==> src/rtl/control_unit.sv <==
// Mini-SRC hardwired control sequencer.
// Fetch in T0-T2, opcode-dependent execute in T3-T7.
module control_unit (
  input  logic        Clock,
  input  logic        Clear,
  input  logic [31:0] IR,
  output logic [15:0] Rin,
  output logic [15:0] Rout,
  output logic        PCin,
  output logic        PCout,
  output logic        IncPC,
  output logic        IRin,
  output logic        MARin,
  output logic        MDRin,
  output logic        MDRout,
  output logic        Yin,
  output logic        ZLowin,
  output logic        ZLowout,
  output logic        Cout,
  output logic        Read,
  output logic        Write,
  output logic [4:0]  OP,
  output logic        Run
);

  typedef enum logic [3:0] {
    S_RESET,
    S_T0,
    S_T1,
    S_T2,
    S_T3,
    S_T4,
    S_T5,
    S_T6,
    S_T7,
    S_HALT
  } state_t;

  localparam logic [4:0] OPC_LD   = 5'b00000;
  localparam logic [4:0] OPC_LDI  = 5'b00001;
  localparam logic [4:0] OPC_ST   = 5'b00010;
  localparam logic [4:0] OPC_ADDI = 5'b01100;
  localparam logic [4:0] OPC_ANDI = 5'b01101;
  localparam logic [4:0] OPC_ORI  = 5'b01110;
  localparam logic [4:0] OPC_HALT = 5'b11011;

  localparam logic [4:0] ALU_ADD = 5'b00100;
  localparam logic [4:0] ALU_AND = 5'b00110;
  localparam logic [4:0] ALU_OR  = 5'b00111;

  state_t state;
  state_t state_nx;

  logic [4:0] opcode;
  logic [3:0] ra;
  logic [3:0] rb;
  logic [3:0] rc;

  logic is_alu;
  logic is_imm;
  logic is_ld;
  logic is_st;
  logic is_halt;
  logic is_exec;

  assign opcode = IR[31:27];
  assign ra     = IR[26:23];
  assign rb     = IR[22:19];
  assign rc     = IR[18:15];

  assign is_alu  = (opcode >= 5'd3) && (opcode <= 5'd11);
  assign is_imm  = (opcode == OPC_ADDI) || (opcode == OPC_ANDI) ||
                   (opcode == OPC_ORI)  || (opcode == OPC_LDI);
  assign is_ld   = (opcode == OPC_LD);
  assign is_st   = (opcode == OPC_ST);
  assign is_halt = (opcode == OPC_HALT);
  assign is_exec = is_alu || is_imm || is_ld || is_st;

  // State register; Clear forces RESET at any point in an instruction
  always_ff @(posedge Clock or posedge Clear) begin
    if (Clear) state <= S_RESET;
    else       state <= state_nx;
  end

  // Next-state sequencing and per-step datapath strobes
  always_comb begin
    state_nx = state;
    Rin      = '0;
    Rout     = '0;
    PCin     = 1'b0;
    PCout    = 1'b0;
    IncPC    = 1'b0;
    IRin     = 1'b0;
    MARin    = 1'b0;
    MDRin    = 1'b0;
    MDRout   = 1'b0;
    Yin      = 1'b0;
    ZLowin   = 1'b0;
    ZLowout  = 1'b0;
    Cout     = 1'b0;
    Read     = 1'b0;
    Write    = 1'b0;
    OP       = '0;
    Run      = 1'b1;

    case (state)
      S_RESET: begin
        Run      = 1'b0;
        state_nx = S_T0;
      end
      S_T0: begin
        PCout    = 1'b1;
        MARin    = 1'b1;
        IncPC    = 1'b1;
        ZLowin   = 1'b1;
        state_nx = S_T1;
      end
      S_T1: begin
        ZLowout  = 1'b1;
        PCin     = 1'b1;
        Read     = 1'b1;
        MDRin    = 1'b1;
        state_nx = S_T2;
      end
      S_T2: begin
        MDRout = 1'b1;
        IRin   = 1'b1;
        if (is_exec)      state_nx = S_T3;
        else if (is_halt) state_nx = S_HALT;
        else              state_nx = S_T0;
      end
      S_T3: begin
        Rout     = 16'(1) << rb;
        Yin      = 1'b1;
        state_nx = S_T4;
      end
      S_T4: begin
        ZLowin = 1'b1;
        if (is_alu) Rout = 16'(1) << rc;
        else        Cout = 1'b1;
        unique case (1'b1)
          is_alu:               OP = opcode + 5'd1;
          (opcode == OPC_ANDI): OP = ALU_AND;
          (opcode == OPC_ORI):  OP = ALU_OR;
          default:              OP = ALU_ADD;
        endcase
        state_nx = S_T5;
      end
      S_T5: begin
        ZLowout = 1'b1;
        if (is_ld || is_st) begin
          MARin    = 1'b1;
          state_nx = S_T6;
        end else begin
          Rin      = 16'(1) << ra;
          state_nx = S_T0;
        end
      end
      S_T6: begin
        MDRin = 1'b1;
        if (is_st) Rout = 16'(1) << ra;
        else       Read = 1'b1;
        state_nx = S_T7;
      end
      S_T7: begin
        if (is_st) begin
          Write = 1'b1;
        end else begin
          MDRout = 1'b1;
          Rin    = 16'(1) << ra;
        end
        state_nx = S_T0;
      end
      S_HALT: begin
        Run      = 1'b0;
        state_nx = S_HALT;
      end
      default: begin
        Run      = 1'b0;
        state_nx = S_RESET;
      end
    endcase
  end

endmodule

==> config.mk <==
export PLATFORM = sky130hd
export DESIGN_NAME = control_unit
export DESIGN_NICKNAME = d
export VERILOG_FILES = /design/src/rtl/control_unit.sv
export SDC_FILE = /design/constraint.sdc
export NUM_CORES = 1
export LEC_CHECK = 0
export ABC_AREA = 1
export ABC_CLOCK_PERIOD_IN_PS = 4300
export BUFFER_PORTS_ARGS = -buffer_cell sky130_fd_sc_hd__buf_4
export CAP_MARGIN = 20
export CORE_MARGIN = 2
export CORE_UTILIZATION = 46
export DETAILED_ROUTE_END_ITERATION = 10
export PLACE_DENSITY_LB_ADDON = 0.05
export SLEW_MARGIN = 25
export SYNTH_ARGS = -nofsm -noshare
export SYNTH_HDL_FRONTEND = slang
export SYNTH_SLANG_ARGS = --single-unit
==> constraint.sdc <==
create_clock -name Clock -period 4.3 [get_ports Clock]
set_input_delay 0.86 -clock Clock [delete_from_list [all_inputs] [get_ports Clock]]
set_output_delay 0.86 -clock Clock [all_outputs]
set_load 0.03 [all_outputs]
; After elaboration in Yosys (flattened, before gate mapping)
; Index checks and enable logic that the tools add are counted.
[op_classes]
shifts = 3
muxes = 29
n_bitwise = 0
multipliers = 0
div_mod_pow = 0
magnitude_cmp = 2
reduce_logical = 15
eq_ne = 15
n_addsub = 1
[op_table]
columns = operator, count
row1 = $mux 16, 4
row2 = $pmux 16 s3, 1
row3 = $shl 1x4->16 const A, 3
row4 = $pmux 4 s9, 1
row5 = $pmux 16 s2, 1
row6 = $eq 4x3->1 const B, 4
row7 = $eq 5x4->1 const B, 3
row8 = $pmux 5 s3, 1
row9 = $mux 1, 14
row10 = $eq 4x2->1 const B, 2
row11 = $eq 4x4->1 const B, 2
row12 = $mux 4, 2
row13 = $reduce_or 2->1, 4
row14 = $reduce_or 8->1, 1
row15 = $logic_or 1x1->1, 7
row16 = $pmux 1 s2, 3
row17 = $add 5x1->5 const B, 1
row18 = $eq 5x1->1 const B, 1
row19 = $eq 5x2->1 const B, 1
row20 = $eq 5x5->1 const B, 1
row21 = $ge 5x2->1 const B, 1
row22 = $le 5x4->1 const B, 1
row23 = $logic_not 5->1, 1
row24 = $mux 5, 1
row25 = other kinds (4), 4
[totals]
mem_bits_ro = 0
word_cells = 66
ram_bits = 0
n_memories = 0
ff_bits = 4
out_inout_bits = 51
latch_bits = 0

; Logic depth before layout (Yosys ltp)
; Gate-level depths: netlist (run 1).
[depth]
ltp_word = 9
depth_mapped = 8
mapped_depth_nobuf = 7

; Worst setup path after synthesis (run 1)
; No wires, ideal clock.
[synth_timing]
path_kind = input -> output
startpoint = input IR[27]
endpoint = output Rin[10]
path_slack_ps = 1270
t_arrival_ps = 2170
path_stages = 5
path_cell_list = inv_1 ha_1 nor2_1 o21ai_2 a21boi_0
[synth_between]
elab_chain_cells = 4
word_cells_on_any_way = 6
[synth_lines]
columns = element, line_no
row1 = start: declaration, 6  ; input logic [31:0] IR,
row2 = $eq 5x2->1 or $logic_not 5->1 (tied branches), "75, 74"
row3 = $logic_or 1x1->1, 151  ; if (is_ld || is_st) begin
row4 = $mux 16, 151
row5 = $pmux 16 s2 *, 106  ; case (state)
row6 = end: declaration, 7  ; output logic [15:0] Rin,
; Mark *: on every way between the ends. The rest lies on a longest branch, timed or not.

; Final worst setup path (run 1)
[layout_timing]
startpoint = input IR[27]
endpoint = output Rin[8]
; The elaborated chain is that of the path after synthesis.

==> results.sh, run 1 <==
export IMPL_status="finished clean"
export IMPL_rsz0062_at_grt="no"
export IMPL_place_area_mm2=0.00176
export IMPL_antenna_found_initial=0
export IMPL_layout_setup_ws_ns=1.12
export IMPL_hold_path_class="in2async"
export IMPL_critPathKind="in2out"
export IMPL_worstRegToRegCells=5
export IMPL_pin_count=85
export IMPL_cts_tree="built"
export IMPL_crit_path_end_kind="output pin"
export IMPL_hold_buffers=0
export IMPL_ys_dominant_reg_cell="dfrtp_1"
export IMPL_yosysWarnings=0
export IMPL_synth_avg_cell_area_um2=5.15
export IMPL_gp_congestion=0.857
export IMPL_grt_pass1_vias=1437
export IMPL_overflow=0
export IMPL_drt_wl_total_um=3820
export IMPL_maxSlewHeadroom_pct=62.0
export IMPL_clk_pin_slew_ns=0.04
export IMPL_port_buffers=68
export IMPL_dr_total_vias=1763
export IMPL_grt_start_max_net_pins=18
export IMPL_multi_input_area_um2=987
export IMPL_synth_edf_count=0
export IMPL_power_leakage_uw=0.000994
export IMPL_max_freq_ghz=0.314
export IMPL_fin_skew_ns=0.00508
export IMPL_registers_top_by_ff_count="state"
export IMPL_yosysTopAreaCellShare_pct=14.8
export IMPL_ys_ff_latch=4
export IMPL_arrival_ns=2.32
export IMPL_fin_area_mm2=0.00178
export IMPL_dpl_hpwl_um=3110
export IMPL_slowest_stage="o21ai_2"
export IMPL_yosysSeqAreaShare_pct=8.02
export IMPL_async_flop_share_pct=100
export IMPL_crit_chain="buf_4 -> inv_1 -> ha_1 -> nor2_1 -> o21ai_2 -> a21boi_0 -> buf_4"
export IMPL_final_nets=347
export IMPL_cts_resized_gates=0
export IMPL_track_usage_pct=24.0
export IMPL_grt_pass1_wl_um=6320
export IMPL_synthCells=242
export IMPL_setup_viol=0
export IMPL_synth_area_leaders="nand3_1 (15%), nor2_1 (14%), nand2_1 (13%)"
export IMPL_p_per_area_mw_per_mm2=328
export IMPL_cp_start_kind="primary input"
export IMPL_fin_crit_ns=3.18
export IMPL_cts_setup_buffers=0
export IMPL_yosys_area_top_type="nand3_1"
export IMPL_ir_drop_v=0.000461
export IMPL_n_fill_cell=258
export IMPL_crit_fanout=16
export IMPL_worst_pin_slew_ns=0.570
export IMPL_ctsLongestPathBuffers=2
export IMPL_cts_sinks=4
export IMPL_yosysUniqueCellTypes=26
export IMPL_die_height_um=56.1
export IMPL_start_util_pct=49.5
export IMPL_r2r_slack_ns=3.02
export IMPL_numCtsBuffers=3
export IMPL_fp_coreArea_mm2=0.00252
export IMPL_max_stage_delay_ns=0.49
export IMPL_syn_num_nets=280
export IMPL_place_ws_ns=1.15
export IMPL_slew_violations=0
export IMPL_drt_initial_drc_count=77
export IMPL_die_area_mm2=0.00314
export IMPL_hold_violations=0
export IMPL_syn2layout_area_growth_pct=42.8
export IMPL_viasPerCell=5.23
export IMPL_finalCritPeriodShare_pct=74.0
export IMPL_wire_per_inst_um=11.3
export IMPL_r2r_start="state[3]"
export IMPL_cp_required_ns=3.44
export IMPL_htree_levels=1
export IMPL_drc=0
export IMPL_dieWidth_um=56.1
export IMPL_dr_pass1_iters=4
export IMPL_largest_reg_flops=4
export IMPL_n_antenna_cell=0
export IMPL_finalSetupTns_ns=0
export IMPL_synthesis_area_mm2=0.00125
export IMPL_root_buffer="clkbuf_4"
export IMPL_crit_top_cell="buf_4"
export IMPL_reg_largest_list="state (4)"
export IMPL_layout_drive_gt1_share_pct=27.4
export IMPL_drv_cap=0
export IMPL_ant_nets=0
export IMPL_regToRegEndpoint="state[3]"
export IMPL_clk_latency_ns=0.24
export IMPL_regArea_um2=100
export IMPL_num_rows=18
==> report_power, final <==
| group | leakage, µW | internal (µW) | switching [µW] |
|---|---|---|---|
| clock | 0.0000138 | 31.3 | 16.5 |
| sequential | 0.0000508 | 53.2 | 19.8 |
| combinational | 0.000929 | 151 | 312 |
==> per-layer routing <==
metal	vias to the layer above	share of wire [%]	GRT usage, %
met4	0	0	2.38
met2	86	42	35.3
li1	922	-	-
met3	0	10	5.81
met5	-	0	0
met1	755	48	36.1
==> stage by stage <==
step | util [%] | hold WS, ns | instances | power (µW)
final | 70.6 | 0.510 | 337 | 584
after global routing | 70.6 | 0.511 | 337 | 628
after CTS | 70.6 | 0.512 | 337 | 581
after detailed placement | 69.7 | 0.647 | 334 | 532
after global placement | 69.7 | 0.640 | 334 | 529
after floorplan | - | 0.587 | 242 | 384
==> worst max path at each step <==
stage                      start  cells past startpoint       to
after floorplan           IR[27]                      5  Rin[10]
after global placement    IR[27]                      7   Rin[8]
after detailed placement  IR[27]                      7   Rin[8]
after CTS                 IR[27]                      7   Rin[8]
after global routing      IR[27]                      7   Rin[8]
final                     IR[27]                      7   Rin[8]
==> cells in the final DEF (no fill, tap or decap) <==
master,instances
a21boi_0,6
a21boi_1,10
a21o_1,1
a21oi_1,20
a31oi_1,1
buf_4,68
clkbuf_4,3
clkinv_1,2
conb_1,1
dfrtp_1,4
ha_1,4
inv_1,28
inv_2,3
nand2_1,44
nand2_2,2
nand3_1,37
nand4_1,2
nor2_1,48
nor2_2,4
nor2_4,1
nor3_1,9
nor3_2,2
o21ai_0,5
o21ai_2,1
xor2_1,1
==> synthesized netlist by cell type, types with 4 or more instances <==
cell type	instances
nor2_1	48
nand2_1	44
nand3_1	37
inv_1	28
a21oi_1	20
a21boi_1	10
nor3_1	9
a21boi_0	6
o21ai_0	5
dfrtp_1	4
ha_1	4
nor2_2	4
==> cells by family (layout without fill, tap and decap cells) <==
family	after synthesis	in the layout	share of synthesized area (%)
AOI/OAI and AO/OA	44	44	21.5
xor gates and xnor gates	1	1	0.702
adders and majority gates	4	4	4.01
buffers and inverters	39	104	12.8
DFF	4	4	8.02
other	1	1	0.301
and+or+nand+nor	149	149	52.7
==> worst max-delay path: cells and delay by family <==
family / cells / cell delay (ns)
and+or+nand+nor: 1 / 0.10
buffers and inverters: 3 / 0.42
AOI/OAI and AO/OA: 2 / 0.71
adders and majority gates: 1 / 0.23
==> area by class of cell <==
| cell class | count | share of cell area (%) |
|---|---|---|
| timing repair buffer | 68 | 28.7 |
| sequential | 4 | 5.62 |
| clock buffer | 3 | 1.26 |
| tap | 30 | 2.11 |
| inverter | 33 | 6.95 |
| multi-input combinational | 199 | 55.4 |
Note: power is estimated with default switching activity, not from simulation.
==> inputs of run 2 (changes only) <==
--- a/config.mk
+++ b/config.mk
@@ -6,11 +6,11 @@
 export NUM_CORES = 1
 export LEC_CHECK = 0
 export ABC_AREA = 1
-export ABC_CLOCK_PERIOD_IN_PS = 4300
+export ABC_CLOCK_PERIOD_IN_PS = 2600
 export BUFFER_PORTS_ARGS = -buffer_cell sky130_fd_sc_hd__buf_4
 export CAP_MARGIN = 20
 export CORE_MARGIN = 2
-export CORE_UTILIZATION = 46
+export CORE_UTILIZATION = 38
 export DETAILED_ROUTE_END_ITERATION = 10
 export PLACE_DENSITY_LB_ADDON = 0.05
 export SLEW_MARGIN = 25
==> constraint.sdc (replaced) <==
create_clock -name Clock -period 2.6 [get_ports Clock]
set_input_delay 0.52 -clock Clock [delete_from_list [all_inputs] [get_ports Clock]]
set_output_delay 0.52 -clock Clock [all_outputs]
set_load 0.03 [all_outputs]
==> results.sh, run 2 (synthesis results as in run 1) <==
export IMPL_power_uw=970
export IMPL_p_per_area_mw_per_mm2=535
export IMPL_final_cells=353
export IMPL_overflow=0
export IMPL_die_height_um=61.3
export IMPL_ant_nets=0
export IMPL_setup_viol=0
export IMPL_viasPerCell=4.86
export IMPL_cp_top_family="buffers and inverters"
export IMPL_cp_num_buf_inv=3
export IMPL_crit_chain="buf_4 -> ha_1 -> nor2_1 -> nand3_1 -> nand3_1 -> clkinv_1 -> nand3_1 -> nand2_1 -> buf_4"
export IMPL_n_fill_cell=342
export IMPL_final_cell_mix="buf_4 (70), nor2_1 (48), nand2_1 (44)"
export IMPL_drt_wl_total_um=3850
export IMPL_dp_cells=350
export IMPL_ctsLongestPathBuffers=2
export IMPL_dpl_hpwl_um=3200
export IMPL_hold_path_class="in2async"
export IMPL_root_buffer="clkbuf_4"
export IMPL_grt_pass1_wl_um=5950
export IMPL_max_freq_ghz=0.421
export IMPL_clk_pin_slew_ns=0.04
export IMPL_fin_area_mm2=0.00181
export IMPL_r2r_slack_ns=1.33
export IMPL_antenna_found_initial=0
export IMPL_place_area_mm2=0.00179
export IMPL_crit_fanout=10
export IMPL_r2r_start="state[3]"
export IMPL_die_area_mm2=0.00376
export IMPL_arrival_ns=1.86
export IMPL_grt_start_max_net_pins=18
export IMPL_slew_violations=0
export IMPL_rsz0062_at_grt="no"
export IMPL_port_buffers=68
export IMPL_cts_sinks=4
export IMPL_reg_largest_list="state (4)"
export IMPL_final_common_cell="buf_4"
export IMPL_cts_tree="built"
export IMPL_hold_violations=0
export IMPL_start_util_pct=40.5
export IMPL_num_rows=20
export IMPL_gp_congestion=0.887
export IMPL_cp_required_ns=2.08
export IMPL_holdWs_ns=0.155
export IMPL_crit_path_end="Rout[12]"
export IMPL_drt_initial_drc_count=128
export IMPL_dr_total_vias=1717
export IMPL_drv_cap=0
export IMPL_syn2layout_area_growth_pct=45.4
export IMPL_crit_top_cell="nand3_1"
export IMPL_wire_per_inst_um=10.9
export IMPL_htree_levels=1
export IMPL_finalCritPeriodShare_pct=91.4
export IMPL_numCtsBuffers=3
export IMPL_regToRegEndpoint="state[3]"
export IMPL_drc=0
export IMPL_pin_count=85
export IMPL_fin_crit_ns=2.38
export IMPL_track_usage_pct=21.1
export IMPL_clk_latency_ns=0.25
export IMPL_n_antenna_cell=0
export IMPL_critical_path_depth=9
export IMPL_ir_drop_v=0.000308
export IMPL_critPathKind="in2out"
export IMPL_status="finished clean"
export IMPL_registers_top_by_ff_count="state"
export IMPL_max_stage_delay_ns=0.26
export IMPL_largest_reg_flops=4
export IMPL_fin_skew_ns=0.00387
export IMPL_dr_pass1_iters=4
export IMPL_dieWidth_um=61.3
export IMPL_worstRegToRegCells=5
export IMPL_hold_buffers=0
export IMPL_crit_path_end_kind="output pin"
export IMPL_grt_pass1_vias=1376
export IMPL_layout_drive_gt1_share_pct=27.8
export IMPL_cp_start_kind="primary input"
export IMPL_cts_setup_buffers=0
export IMPL_power_leakage_uw=0.00100
export IMPL_final_nets=349
export IMPL_cts_resized_gates=0
export IMPL_fp_coreArea_mm2=0.00308
export IMPL_slowest_stage="clkinv_1"
export IMPL_crit_start="IR[27]"
export IMPL_finalSetupTns_ns=0
-- run 2: changes by cell type in the layout (fill, tap and decap cells not counted) --
cell   before  now
buf_4      68   70
-- run 2: area by class of cell --
type                    count  area (µm²)  share of cell area, %
clock buffers               3        22.5                   1.24
inverters                  33         124                   6.83
multi-input cells         199         987                   54.4
flip-flops and latches      4         100                   5.52
well taps                  44        55.1                   3.03
repair buffers             70         526                   29.0
-- run 2: report_power, final --
group	total (µW)	internal (µW)	switching, µW	leakage, µW
sequential	120	88.0	31.5	0.0000508
combinational	769	253	516	0.000938
clock	81.6	51.9	29.7	0.0000138
total	970	393	577	0.00100
-- run 2: worst min path at each step --
stage	from	to	cells past startpoint
floorplan	Clear	state[0]	1
global placement	Clear	state[1]	2
detailed placement	Clear	state[3]	2
CTS	Clear	state[0]	2
global route	Clear	state[0]	2
finish	Clear	state[3]	2
-- run 2: metal layers --
metal  vias up  share of wire [%]  track usage (%)
met2        56                 39             30.4
met3         5                6.4             3.15
met1       724                 54             32.3
met4         0               0.99             5.59
li1        932                  -                -
met5         -                  0                0
-- run 2: through the flow --
step                      util (%)  worst slack [ns]
after floorplan                  -             0.250
after global placement        58.2             0.219
after detailed placement      58.2             0.223
after CTS                     58.9             0.220
after global routing          58.9            0.0728
final                         58.9             0.225
==> inputs of run 3 (changes only) <==
--- a/config.mk
+++ b/config.mk
@@ -9,10 +9,12 @@
 export ABC_CLOCK_PERIOD_IN_PS = 2600
 export BUFFER_PORTS_ARGS = -buffer_cell sky130_fd_sc_hd__buf_4
 export CAP_MARGIN = 20
+export CORE_ASPECT_RATIO = 0.9
 export CORE_MARGIN = 2
 export CORE_UTILIZATION = 38
 export DETAILED_ROUTE_END_ITERATION = 10
 export PLACE_DENSITY_LB_ADDON = 0.05
+export RECOVER_POWER = 25
 export SLEW_MARGIN = 25
 export SYNTH_ARGS = -nofsm -noshare
 export SYNTH_HDL_FRONTEND = slang
==> results.sh, run 3 (synthesis results as in run 1) <==
export IMPL_status="finished clean"
export IMPL_internal_power_uw=352
export IMPL_combPwrFrac_pct=78.7
export IMPL_antenna_found_initial=0
export IMPL_htree_levels=1
export IMPL_dieWidth_um=64.4
export IMPL_slowest_stage="clkinv_1"
export IMPL_root_buffer="clkbuf_4"
export IMPL_p_switching_uw=568
export IMPL_cts_sinks=4
export IMPL_ant_nets=0
export IMPL_finalCritPeriodShare_pct=91.7
export IMPL_pin_count=85
export IMPL_power_leakage_uw=0.000977
export IMPL_dpl_hpwl_um=3250
export IMPL_drt_initial_drc_count=139
export IMPL_dr_total_vias=1756
export IMPL_worstRegToRegCells=5
export IMPL_cts_resized_gates=0
export IMPL_die_area_mm2=0.00376
export IMPL_final_nets=349
export IMPL_overflow=0
export IMPL_critical_path_depth=8
export IMPL_n_antenna_cell=0
export IMPL_reg_largest_list="state (4)"
export IMPL_viasPerCell=5.00
export IMPL_start_util_pct=40.4
export IMPL_cp_required_ns=2.08
export IMPL_slew_violations=0
export IMPL_final_cell_mix="buf_4 (63), nor2_1 (48), nand2_1 (44)"
export IMPL_cp_start_kind="primary input"
export IMPL_dp_cells=348
export IMPL_swShare_pct=61.7
export IMPL_n_fill_cell=346
export IMPL_cts_tree="built"
export IMPL_place_area_mm2=0.00179
export IMPL_clk_pin_slew_ns=0.04
export IMPL_largest_reg_flops=4
export IMPL_crit_chain="buf_4 -> ha_1 -> nor2_1 -> nand3_1 -> nand3_1 -> clkinv_1 -> a21oi_1 -> buf_4"
export IMPL_max_freq_ghz=0.419
export IMPL_drc=0
export IMPL_clk_latency_ns=0.23
export IMPL_numCtsBuffers=3
export IMPL_final_common_cell="buf_4"
export IMPL_setup_viol=0
export IMPL_fin_skew_ns=0.00268
export IMPL_syn2layout_area_growth_pct=43.0
export IMPL_wl_met3_um=384
export IMPL_grt_pass1_vias=1470
export IMPL_fin_crit_ns=2.38
export IMPL_crit_path_end_kind="output pin"
export IMPL_cp_top_family="buffers and inverters"
export IMPL_critPathKind="in2out"
export IMPL_dr_pass1_iters=4
export IMPL_cp_num_buf_inv=3
export IMPL_highest_layer="met3"
export IMPL_rsz0062_at_grt="no"
export IMPL_wl_met1_um=2020
export IMPL_max_stage_delay_ns=0.26
export IMPL_grt_start_max_net_pins=18
export IMPL_wire_per_inst_um=11.2
export IMPL_regArea_um2=100
export IMPL_drt_wl_total_um=3930
export IMPL_ir_drop_v=0.000317
export IMPL_crit_fanout=10
export IMPL_holdWs_ns=0.167
export IMPL_grt_pass1_wl_um=6490
export IMPL_die_height_um=58.4
export IMPL_layout_drive_gt1_share_pct=25.2
export IMPL_finalSetupTns_ns=0
export IMPL_gp_congestion=0.899
export IMPL_hold_path_class="in2async"
export IMPL_num_rows=19
export IMPL_ctsLongestPathBuffers=2
export IMPL_fin_area_mm2=0.00178
export IMPL_multi_input_area_um2=982
export IMPL_wl_met2_um=1530
export IMPL_hold_buffers=0
export IMPL_cts_setup_buffers=0
export IMPL_power_uw=919
export IMPL_track_usage_pct=21.3
export IMPL_fp_coreArea_mm2=0.00309
export IMPL_p_per_area_mw_per_mm2=515
export IMPL_p_clk_share_pct=8.3
export IMPL_p_seq_share_pct=13.0
export IMPL_arrival_ns=1.86
export IMPL_registers_top_by_ff_count="state"
export IMPL_final_cells=351
export IMPL_hold_violations=0
export IMPL_port_buffers=68
export IMPL_drv_cap=0
==> run 3: changes by cell type in the layout (fill, tap and decap cells not counted), sizes merged <==
cell,previous run,this run
buf,70,63
clkbuf,3,10
==> run 3: per-stage QoR <==
stage	util (%)	worst slack, ns
after floorplan	-	0.250
after global placement	57.9	0.211
after detailed placement	57.9	0.226
after CTS	58.6	0.220
after global routing	57.7	0.0821
final	57.7	0.216
==> run 3: power groups by stage <==
stage	Combinational [µW]	Sequential (µW)	Clock [µW]
global placement	762	120	0
CTS	768	120	79.3
finish	724	119	76.3
global route	786	125	85.1
detailed placement	765	120	0
floorplan	521	114	0
==> run 3: worst paths after layout <==
check                           startpoint  endpoint  slack [ns]
worst max-delay path                IR[27]     OP[2]        0.22
worst min-delay path                 Clear  state[1]        0.17
worst max register to register    state[3]  state[0]        1.12
worst min register to register    state[3]  state[0]        0.66
max in group asynchronous            Clear  state[2]        2.29
min in group Clock                  IR[31]  state[3]        0.61
==> run 3: cell type report <==
class                   instances  area share (%)
multi-input cells             199            55.0
repair buffers                 70            28.2
inverters                      33            6.94
flip-flops and latches          4            5.61
well taps                      42            2.95
clock buffers                   3            1.26
==> run 3: routing by layer <==
metal	global-route usage, %	vias to the layer above
met2	29.6	83
li1	-	929
met3	3.82	0
met5	0	-
met4	3.04	0
met1	34.3	744
==> run 3: worst reg2reg max path: cells and delay by family (launching register included) <==
family | cells | cell delay [ns]
and+or+nand+nor | 3 | 0.66
DFF | 1 | 0.42
buffers and inverters | 1 | 0.17
AOI/OAI and AO/OA | 1 | 0.15
